**src/rtl/instruction_fetch_unit.sv**
```systemverilog
// Instruction fetch stage: owns the PC, reads a combinational instruction memory
// and fills the IF/ID register, with redirect/flush/stall handling and a sticky fault state.
module instruction_fetch_unit #(
  parameter logic [31:0] RESET_PC   = 32'h0000_0000,
  parameter int unsigned IMEM_BYTES = 1024
) (
  input  logic        clk,
  input  logic        reset,
  output logic [31:0] imem_addr,
  input  logic [31:0] imem_instr,
  input  logic        stall_i,
  input  logic        flush_i,
  input  logic        redirect_valid,
  input  logic [31:0] redirect_target,
  output logic [31:0] if_id_instr,
  output logic [31:0] if_id_pc,
  output logic [31:0] if_id_pc_plus4,
  output logic        if_id_valid,
  output logic        fault,
  output logic [1:0]  fault_cause,
  output logic [31:0] fault_pc,
  output logic [31:0] fetch_count
);

  localparam logic [31:0] PC_MAX = 32'(IMEM_BYTES - 4);

  typedef enum logic [1:0] {BOOT, RUN, FLT} state_t;

  state_t      state, state_nxt;
  logic [31:0] pc;

  logic        redir_bad, range_bad, enc_bad;
  logic        do_redirect, do_flush, capture, fault_set;
  logic [1:0]  cause_nxt;
  logic [31:0] fpc_nxt;

  assign redir_bad = redirect_target[1:0] != 2'b00;
  assign range_bad = pc > PC_MAX;
  assign enc_bad   = imem_instr[1:0] != 2'b11;

  // State register
  always_ff @(posedge clk or negedge reset) begin
    if (!reset) state <= BOOT;
    else        state <= state_nxt;
  end

  // Next-state logic
  always_comb begin
    state_nxt = state;
    case (state)
      BOOT:    state_nxt = RUN;
      RUN:     if (fault_set) state_nxt = FLT;
      FLT:     state_nxt = FLT;
      default: state_nxt = BOOT;
    endcase
  end

  // Per-cycle action decode; only RUN ever acts, priority redirect > flush > stall > fetch
  always_comb begin
    do_redirect = 1'b0;
    do_flush    = 1'b0;
    capture     = 1'b0;
    fault_set   = 1'b0;
    cause_nxt   = 2'b00;
    fpc_nxt     = pc;
    if (state == RUN) begin
      if (redirect_valid) begin
        if (redir_bad) begin
          fault_set = 1'b1;
          cause_nxt = 2'b01;
          fpc_nxt   = redirect_target;
        end else begin
          do_redirect = 1'b1;
        end
      end else if (flush_i) begin
        do_flush = 1'b1;
      end else if (!stall_i) begin
        if (range_bad) begin
          fault_set = 1'b1;
          cause_nxt = 2'b11;
        end else if (enc_bad) begin
          fault_set = 1'b1;
          cause_nxt = 2'b10;
        end else begin
          capture = 1'b1;
        end
      end
    end
  end

  assign imem_addr = pc;
  assign fault     = state == FLT;

  always_ff @(posedge clk or negedge reset) begin
    if (!reset) begin
      pc             <= RESET_PC;
      if_id_instr    <= '0;
      if_id_pc       <= '0;
      if_id_pc_plus4 <= '0;
      if_id_valid    <= 1'b0;
      fault_cause    <= 2'b00;
      fault_pc       <= '0;
      fetch_count    <= '0;
    end else begin
      if (do_redirect)  pc <= redirect_target;
      else if (capture) pc <= pc + 32'd4;

      if (capture) begin
        if_id_instr    <= imem_instr;
        if_id_pc       <= pc;
        if_id_pc_plus4 <= pc + 32'd4;
        if_id_valid    <= 1'b1;
        fetch_count    <= fetch_count + 32'd1;
      end else if (do_redirect || do_flush || fault_set) begin
        if_id_valid <= 1'b0;
      end

      if (fault_set) begin
        fault_cause <= cause_nxt;
        fault_pc    <= fpc_nxt;
      end
    end
  end

endmodule

```
**config.mk**
```make
export PLATFORM = sky130hd
export DESIGN_NAME = instruction_fetch_unit
export DESIGN_NICKNAME = d
export VERILOG_FILES = /design/src/rtl/instruction_fetch_unit.sv
export SDC_FILE = /design/constraint.sdc
export NUM_CORES = 1
export LEC_CHECK = 0
export CORE_UTILIZATION = 48
export DETAILED_ROUTE_END_ITERATION = 10
export DONT_BUFFER_PORTS = 1
export PLACE_DENSITY_LB_ADDON = 0.2
export SLEW_MARGIN = 25
export SYNTH_ARGS = -nofsm -noshare
export SYNTH_HDL_FRONTEND = slang
export SYNTH_SLANG_ARGS = --single-unit
```
**constraint.sdc**
```tcl
create_clock -name clk -period 2.8 [get_ports clk]
set_clock_uncertainty 0.2 [all_clocks]
set_input_delay 0.7 -clock clk [delete_from_list [all_inputs] [get_ports clk]]
set_output_delay 0.7 -clock clk [all_outputs]
set_load 0.005 [all_outputs]
```
* Word-level counts from Yosys, hierarchy flattened *
Cells that the tools add are included.

operators by class
  order comparisons = 1
  reduce and logical (&&, ||, !) cells = 6
  multiplexer cells = 35
  add/sub/neg operators = 2
  equality and inequality tests = 4

operators by type and width
  cell                   count
  $mux 32                5
  $add 32x1->32 const B  1
  $add 32x3->32 const B  1
  $gt 32x10->1 const B   1
  $mux 1                 22
  $mux 2                 7
  $pmux 2 s3             1
  $reduce_bool 2->1      3
  $ne 2x2->1 const B     2
  $eq 2x1->1 const B     1
  $eq 2x2->1 const B     1
  $logic_not 2->1        1
  $logic_or 1x1->1       2

storage, ports and cells
  register bits = 197
  input bits = 69
  word-level logic and storage cells = 57
  output and inout bits = 196

* Depth between registers and ports, before layout *
Gate-level depths: netlist of the first run.

  word-level depth = 10
  gate-level depth with buffers = 8
  mapped depth without buffers = 7

* Least setup slack after synthesis of the first run *
Ideal clock, no wire load.

  kind = input port to flip-flop
  start point = in redirect_valid
  end point = reg fetch_count[27]
  data required time = 2.521 ns
  stages on the path = 7
  slack = 0.243 ns
  buffers on the path = 2
  setup time = 0.079 ns
  arrival = 2.277 ns
  cell sequence = clkbuf_1 > nor4b_4 > nand3_1 > or4_1 > buf_2 > nor3b_1 > xor2_1

between the ends
  word-level cells in the longest chain between the ends = 2

ends and longest elaborated chain
  item                    line  source
  start: declaration      13    input logic redirect_valid,
  $mux 1                  67    if (redirect_valid) begin
  $mux 1                  66    if (state == RUN) begin
  end signal: assignment  113   fetch_count <= fetch_count + 32'd1;
  end: declaration        22    output logic [31:0] fetch_count

Every way passes these cells.
A chain may end at the register's enable or synchronous reset.

* Worst setup path after layout of the first run *
  start point = reg pc[14], in the netlist imem_addr[14]
  end point = reg fetch_count[24]

between the ends
  word-level cells in the longest chain between the ends = 6

ends and longest elaborated chain
  item                      line  source
  start: declaration        30    logic [31:0] pc;
  start signal: assignment  105   if (do_redirect) pc <= redirect_target;
  start signal: assignment  106   else if (capture) pc <= pc + 32'd4;
  $gt 32x10->1              38    assign range_bad = pc > PC_MAX;
  $mux 1                    78    if (range_bad) begin
  $mux 1                    77    end else if (!stall_i) begin
  $mux 1                    75    end else if (flush_i) begin
  $mux 1                    67
  $mux 1                    66

Every way passes these cells.

==> flow_results.org, run 1 <==
** Global routing
- The initial antenna violation count was 0.
- Aggregate global routing overflow :: 0
- Via count of the first global-routing pass :: 5593
- Maximum number of pins on one net before global-route repair :: 196
- First-pass GRT wire length :: 31700 um
- Overall fraction of global-route tracks in use :: 22.9%

** Place
- # placed instances :: 913
- Worst setup timing slack at the placement stage :: 95.1 ps
- Placed instance area :: 8630 um^2
- The wire-length estimate of the detail-placed layout is 13600 um.
- At the end of routability-driven placement, the weighted congestion stood at 0.836.
- The count of buffers added on input and output ports is 0.

** Yosys
- Number of cells produced by synthesis :: 710
- In the synthesized netlist the async set-or-reset flop fraction comes to 100%.
- Yosys mapped the design onto 45 distinct sky130hd cell types.
- Synthesized area per cell :: 11.7 um^2
- Cell area after synthesis :: 8300 um^2
- Among all flip-flop cells after synthesis, the most frequent one is dfrtp_1.
- Sequential fraction of the synthesis area :: 58.8%
- Synthesis inferred 195 register bits.
- Yosys warns :: 0
- Counting every net in the synthesized netlist gives 784.
- Number of enable flip-flop cells after synthesis :: 0

** CTS
- Buffer levels on the longest clock path :: 2
- The clock drives 195 sinks.
- Clock slew at the register clock pins of the worst setup and hold paths :: 70 ps
- Clock Root Buffer :: clkbuf_16
- Clock insertion delay at the later pin of the skew report :: 430 ps
- Number of clock buffers inserted by TritonCTS :: 17
- The H-tree generated during clock tree synthesis spans 4 levels.
- Number of buffers inserted by post-CTS setup repair :: 0
- CTS tree :: built

** Critical path
- Endpoint of the worst register-to-register path :: fetch_count[24]
- Crit path required time :: 2940 ps
- Crit path max-delay family :: simple AND/OR/NAND/NOR gates
- CP max-delay cell :: or4_4
- For this run, the slowest stage of the critical path takes 610 ps.
- Worst reg-to-reg setup slack :: 180 ps
- Path type of the worst setup path :: reg2reg
- Critical path startpoint category :: register
- Logic depth of the worst register-to-register path :: 6
- For the worst setup path, the data arrival time is 2760 ps.
- Cell Chain, Critical Path :: nor4_2 -> nand4_2 -> or4_4 -> buf_4 -> nor4_2 -> xor2_1
- Kind of end point of the critical path :: register
- The number of buffers and inverters on the critical path is 1.
- R2r startpoint :: imem_addr[14]
- The most numerous cell type found on the critical path is nor4_2.
- Peak fanout along the critical path :: 27

** Timing
- Setup repair after global routing left no endpoint under its margin.
- Setup total negative slack on the finished layout was measured at 0 ps.
- In this run the tightest slew margin relative to its limit is 67.1%.
- Number of max-slew violations in the final report :: 0
- Subtracting the final worst setup slack from the clock period gives 2620 ps.
- Final-layout worst hold slack :: -232 ps
- After layout, the worst path uses 93.5% of the clock period.
- The number of hold violations in the final report came to 195.
- Actual transition at the worst max-transition pin :: 491 ps
- Number of endpoints failing setup at the final stage :: 0
- Fmax :: 0.382 GHz
- Post-route setup slack :: 181 ps

** Detailed routing
- The first detailed-routing pass ran for 5 iterations.
- DRC violation total after the first TritonRoute iteration :: 406
- Wirelength, routed :: 20200 um
- Final routed DRC violation total :: 0
- Antenna-violating nets left :: 0
- Using the TritonRoute via totals, the vias-per-cell ratio works out to 5.85.
- Dividing the detail-routed wire length by the instance count gives 21.3 um.
- Detailed routing inserted a total of 5528 vias.

** Cells and area
- Number of fill cells in the layout :: 1435
- Most used cells in the layout excluding fill and tap cells :: dfrtp_1 (195), nand2_1 (85), o21ai_0 (69), and2_1 (46), buf_4 (30)
- Filler-free cell count of the finished design :: 945
- With fillers left out, the area of the finished cells amounts to 9230 um^2.
- Leading cell type in the layout, fill and taps excluded :: dfrtp_1
- Of the cells placed in the final design, the portion with a size suffix greater than 1 is 18.6%.
- 0 antenna diodes ended up in the layout.
- The net count of the finished layout is 786.
- From synthesis to final layout, the design area changed by 11.1%.
- Layout Utilization :: 55.1%

** Die
- From left edge to right edge, the die measures 134 um.
- IO Count :: 265
- Effective utilization at floorplan :: 49.5%
- The die covers 17800 um^2.
- Row Count :: 47
- The total area inside the core boundary comes to 16800 um^2.
- Height of the die :: 134 um

** Status
- The final reports fail on negative hold slack.
- The run finished, with violations left.

** Power and ir drop
- Worst IR drop on VDD :: 433 uV
- In this run the static leakage power is 4.29 nW.
- In this run the power density over the cells is 789 nW/um^2.

** Hold path
- Worst min path class :: in2async

** Flow run
- Number of violations of the max-capacitance limit :: 0
Yosys cell counts, types with 3 or more instances:
master	count	area [um^2]
inv_1	5	18.8
nor2_1	17	63.8
nor3_1	12	60.1
mux2_4	28	420
dfrtp_1	195	4880
nor2b_1	3	18.8
a32oi_1	13	114
buf_2	10	50.1
and2_1	46	288
nand3_1	21	105
nand4_1	19	119
nand2b_1	3	18.8
buf_12	3	60.1
a21o_1	3	22.5
xor2_1	16	140
or2_2	3	18.8
nor4_1	5	31.3
xnor2_1	18	158
mux2_2	15	169
o21ai_0	69	345
and3_1	4	25.0
clkbuf_1	33	124
nand2_1	86	323
a21oi_1	3	15.0
nor4_2	10	125
o21ai_1	7	35.0
a22oi_1	24	180
ha_1	5	62.6
o211ai_1	9	67.6
buf_4	3	22.5
cell families after synthesis:
logic type / Yosys count / share of synthesized area [%]
adder cells (fa/ha/maj): 5 / 0.753
flip-flops: 195 / 58.8
AO/OA/AOI/OAI: 135 / 10.2
multiplexers: 43 / 7.10
XOR/XNOR: 34 / 3.59
AND/OR/NAND/NOR: 242 / 16.0
buffers and inverters: 56 / 3.59
power breakdown:
| part | switching [mW] | leakage, nW | total (mW) | internal (mW) |
|---|---|---|---|---|
| combinational | 0.641 | 1.39 | 1.14 | 0.503 |
| clock | 1.08 | 0.272 | 2.37 | 1.29 |
| sequential | 0.496 | 2.63 | 3.77 | 3.27 |
worst max path at each step:
| stage | end | from | slack (ps) | depth (start not counted) |
|---|---|---|---|---|
| 2_1_floorplan | fetch_count[27] | redirect_valid | 240 | 7 |
| 3_3_place_gp | if_id_instr[2] | imem_addr[14] | 110 | 6 |
| 3_5_place_dp | if_id_instr[2] | imem_addr[14] | 100 | 6 |
| 4_1_cts | fetch_count[24] | imem_addr[14] | 80 | 6 |
| 5_1_grt | fetch_count[22] | imem_addr[14] | 40 | 6 |
| 6_report | fetch_count[24] | imem_addr[14] | 180 | 6 |
state kept, by name, summed over array words and instances (netlist names):
name / flops
if_id_pc: 32
if_id_pc_plus4: 30
fault_pc: 32
state: 2
if_id_valid: 1
if_id_instr: 32
imem_addr: 32
fault_cause: 2
fetch_count: 32
area by class of cell:
| class | instances | area (um^2) | share of cell area, % |
|---|---|---|---|
| Clock buffer | 20 | 457 | 4.95 |
| Clock inverter | 12 | 120 | 1.30 |
| Inverter | 5 | 18.8 | 0.203 |
| Multi-Input combinational cell | 459 | 3170 | 34.4 |
| Sequential cell | 195 | 4880 | 52.9 |
| Tap cell | 220 | 275 | 2.98 |
| Timing Repair Buffer | 34 | 305 | 3.31 |
per-stage QoR:
step | power, mW | hold WS [ps]
finish | 7.28 | -232
global route | 7.66 | -260
CTS | 7.35 | -255
detailed placement | 4.97 | 209
global placement | 4.91 | 209
floorplan | 4.42 | 204
worst reg2reg max path, delay by kind of cell (launching register included):
family / cells / cell delay [ps]
buf+inv: 1 / 270
simple gates: 4 / 1460
flops: 1 / 440
xor+xnor: 1 / 180
timing repair:
item                       4_1_cts  5_1_grt
gates resized for setup          0        3
hold endpoints to repair       195      195
setup endpoints to repair        0       10
metal layers:
metal,track usage [%],part of all wire [%],vias up
met5,0,0,-
met4,8.02,1.6,0
met3,7.72,8.3,18
met2,37.3,50,225
met1,28.3,40,2797
li1,-,-,2488
Note: power is estimated with default switching activity, not from simulation.
==> run 2: changes to the inputs <==
--- a/config.mk
+++ b/config.mk
@@ -5,7 +5,9 @@
 export SDC_FILE = /design/constraint.sdc
 export NUM_CORES = 1
 export LEC_CHECK = 0
+export CORE_MARGIN = 2
 export CORE_UTILIZATION = 48
+export CTS_BUF_LIST = sky130_fd_sc_hd__clkbuf_4
 export DETAILED_ROUTE_END_ITERATION = 10
 export DONT_BUFFER_PORTS = 1
 export PLACE_DENSITY_LB_ADDON = 0.2
==> flow_results.org, run 2 (synthesis gave the netlist of run 1 again) <==
** Status
- Result of the run :: complete, but fails checks
- Violated checks :: negative hold slack

** CTS
- Sinks on the clock net :: 195
- The H-tree was split into 4 levels.
- The clock reaches the later pin of the worst-skew pair after 570 ps.
- CTS tree :: built
- Clock Root Buffer :: clkbuf_4
- Buffers inserted during clock tree synthesis total 17.
- Buffer levels on the longest clock path :: 2
- Clock slew at the register clock pins of the worst setup and hold paths :: 170 ps

** Place
- Placed instance area :: 8650 um^2
- Detailed placement ended at an HPWL of 14000 um.
- Global placement routability congestion :: 0.787
- Quantity of I/O buffers inserted on ports :: 0

** Cells and area
- The area growth from synthesis to layout is 11.5%.
- Cells fill 54.1% of the core in the end.
- Layout Cell Area excl Fill :: 9260 um^2
- In the layout the commonest cells are dfrtp_1 (195), nand2_1 (85), o21ai_0 (69), and2_1 (46), dlygate4sd3_1 (29).
- The library cell used most frequently in the layout, excluding fill and tap cells, is dfrtp_1.
- Share of final-layout standard cells stronger than drive strength 1 :: 17.9%
- For this run, the post-layout net count is 815.

** Critical path
- Worst reg-to-reg setup slack :: 130 ps
- On the critical path the largest part of the delay comes from simple AND/OR/NAND/NOR gates.
- The critical path goes through nor4_4 -> nand4_2 -> or4_1 -> nor2_8 -> buf_12 -> mux2_2.
- Start point of the critical path :: imem_addr[29]
- For the worst setup path, the data required time is 3070 ps.
- For this design, the slowest cell found on the critical path is or4_1.
- The worst setup path is of the reg2reg kind.
- Crit path DAT :: 2950 ps
- Critical Path Max Stage Delay :: 670 ps
- Peak fanout along the critical path :: 19
- STA classifies the critical path endpoint as a register.
- The startpoint identified for the worst register-to-register timing path is imem_addr[29].
- Worst path buffer plus inverter count :: 1
- Critical path startpoint category :: register

** Detailed routing
- Antenna-violating nets left :: 0
- DRC violation total after the first TritonRoute iteration :: 485
- Final routed DRC violation total :: 0
- The first TritonRoute pass finished after 5 iterations.
- Overall via count from detail_route :: 5734
- Average detailed-routed wire length per instance :: 21.2 um
- After detailed routing, the number of vias per cell comes to 5.86.
- The routed design has 20800 um of wire.

** Die
- The die covers 18400 um^2.
- Row Count :: 48
- The floorplan step set the die width to 136 um.
- IO Count :: 265
- Core Area :: 17100 um^2
- The initial utilization of the core area, before any placement, comes to 48.5%.
- Height of the die :: 136 um

** Timing
- Setup violations remaining at the end of the flow were counted as 0.
- Setup repair after global routing missed its margin :: no
- Slew margin rel. :: 66.0%
- Based on the critical path, the design can be clocked at up to 0.374 GHz.
- Number of max-slew violations in the final report :: 0
- Shortest period the worst path allows :: 2670 ps
- Share of the clock period used by the worst path after layout :: 95.5%
- The number of hold violations in the final report was 195.
- At the pin with the least slew margin, the transition time is 508 ps.
- Final total negative setup slack :: 0 ps
- Final-layout worst hold slack :: -412 ps

** Hold path
- The worst hold path belongs to the class in2async.

** Power and ir drop
- Leakage power figure :: 4.30 nW
- Power per unit of standard cell area :: 697 nW/um^2
- The worst-case IR drop observed on VDD is 353 uV.

** Global routing
- The initial antenna violation count was 1.
- First-pass GRT wire length :: 32000 um
- Entering global routing, the biggest net connects 196 pins.
- Aggregate global routing overflow :: 0
- Via count of the first global-routing pass :: 5772
- Across every metal layer, demand over resource in global routing totals 22.5%.

** Flow run
- The tool flagged a number of max-cap violations equal to 0.
run 2: cell count changes in the layout (fill, tap and decap cells not counted), moves of 2 or more:
cell and delta:
clkbuf_4 +18, clkinv_4 +3, clkbuf_16 -17, dlygate4sd3_1 +29
buf_4 -2, clkbuf_8 -2, clkinvlp_4 -3
run 2: worst reg2reg max path: cells and delay by family (launching register included):
kind / cells / cell delay [ps]
buffers and inverters: 1 / 200
multiplexers: 1 / 360
flip-flops: 1 / 440
AND/OR/NAND/NOR: 4 / 1370
run 2: path summary, 6_finish.rpt:
check | endpoint | depth (start not counted)
worst max register to register | if_id_instr[2] | 6
max in group asynchronous | imem_addr[20] | 0
worst max-delay path | if_id_instr[2] | 6
min in group clk | fault_pc[4] | 2
worst min-delay path | fetch_count[5] | 0
worst min register to register | fetch_count[31] | 1
run 2: power by group:
| group | switching, mW | internal, mW |
|---|---|---|
| clock network | 1.01 | 0.481 |
| registers | 0.512 | 3.27 |
| logic | 0.640 | 0.536 |
| total | 2.17 | 4.28 |
run 2: through the flow:
| step | setup WS (ps) | cells | power (mW) |
|---|---|---|---|
| after global placement | 115 | 918 | 4.88 |
| final | 125 | 979 | 6.45 |
| after floorplan | 243 | 710 | 4.42 |
| after CTS | 49.4 | 973 | 6.49 |
| after detailed placement | 42.0 | 918 | 4.96 |
| after global routing | 19.1 | 979 | 6.84 |
run 2: layout make-up:
| class | instances | area, um^2 |
|---|---|---|
| clock inverter | 13 | 146 |
| antenna | 1 | 2.50 |
| clock buffer | 18 | 135 |
| multi-input combinational | 459 | 3180 |
| timing repair buffer | 63 | 612 |
| sequential | 195 | 4880 |
| fill | 1510 | 7860 |
| inverter | 5 | 18.8 |
| tap | 225 | 282 |
run 2: timing repair:
item,4_1_cts,5_1_grt
resized for setup,1,4
endpoints found under the setup margin,1,15
endpoints found under the hold margin,220,200
setup buffers,0,0
hold buffers,24,5
run 2: layer usage:
layer  up-vias  track usage [%]  part of all wire, %
met2       249             35.1                   48
met1      2891             29.7                   42
met3        30             7.86                  8.3
met5         -                0                    0
li1       2564                -                    -
met4         0             7.12                  1.8
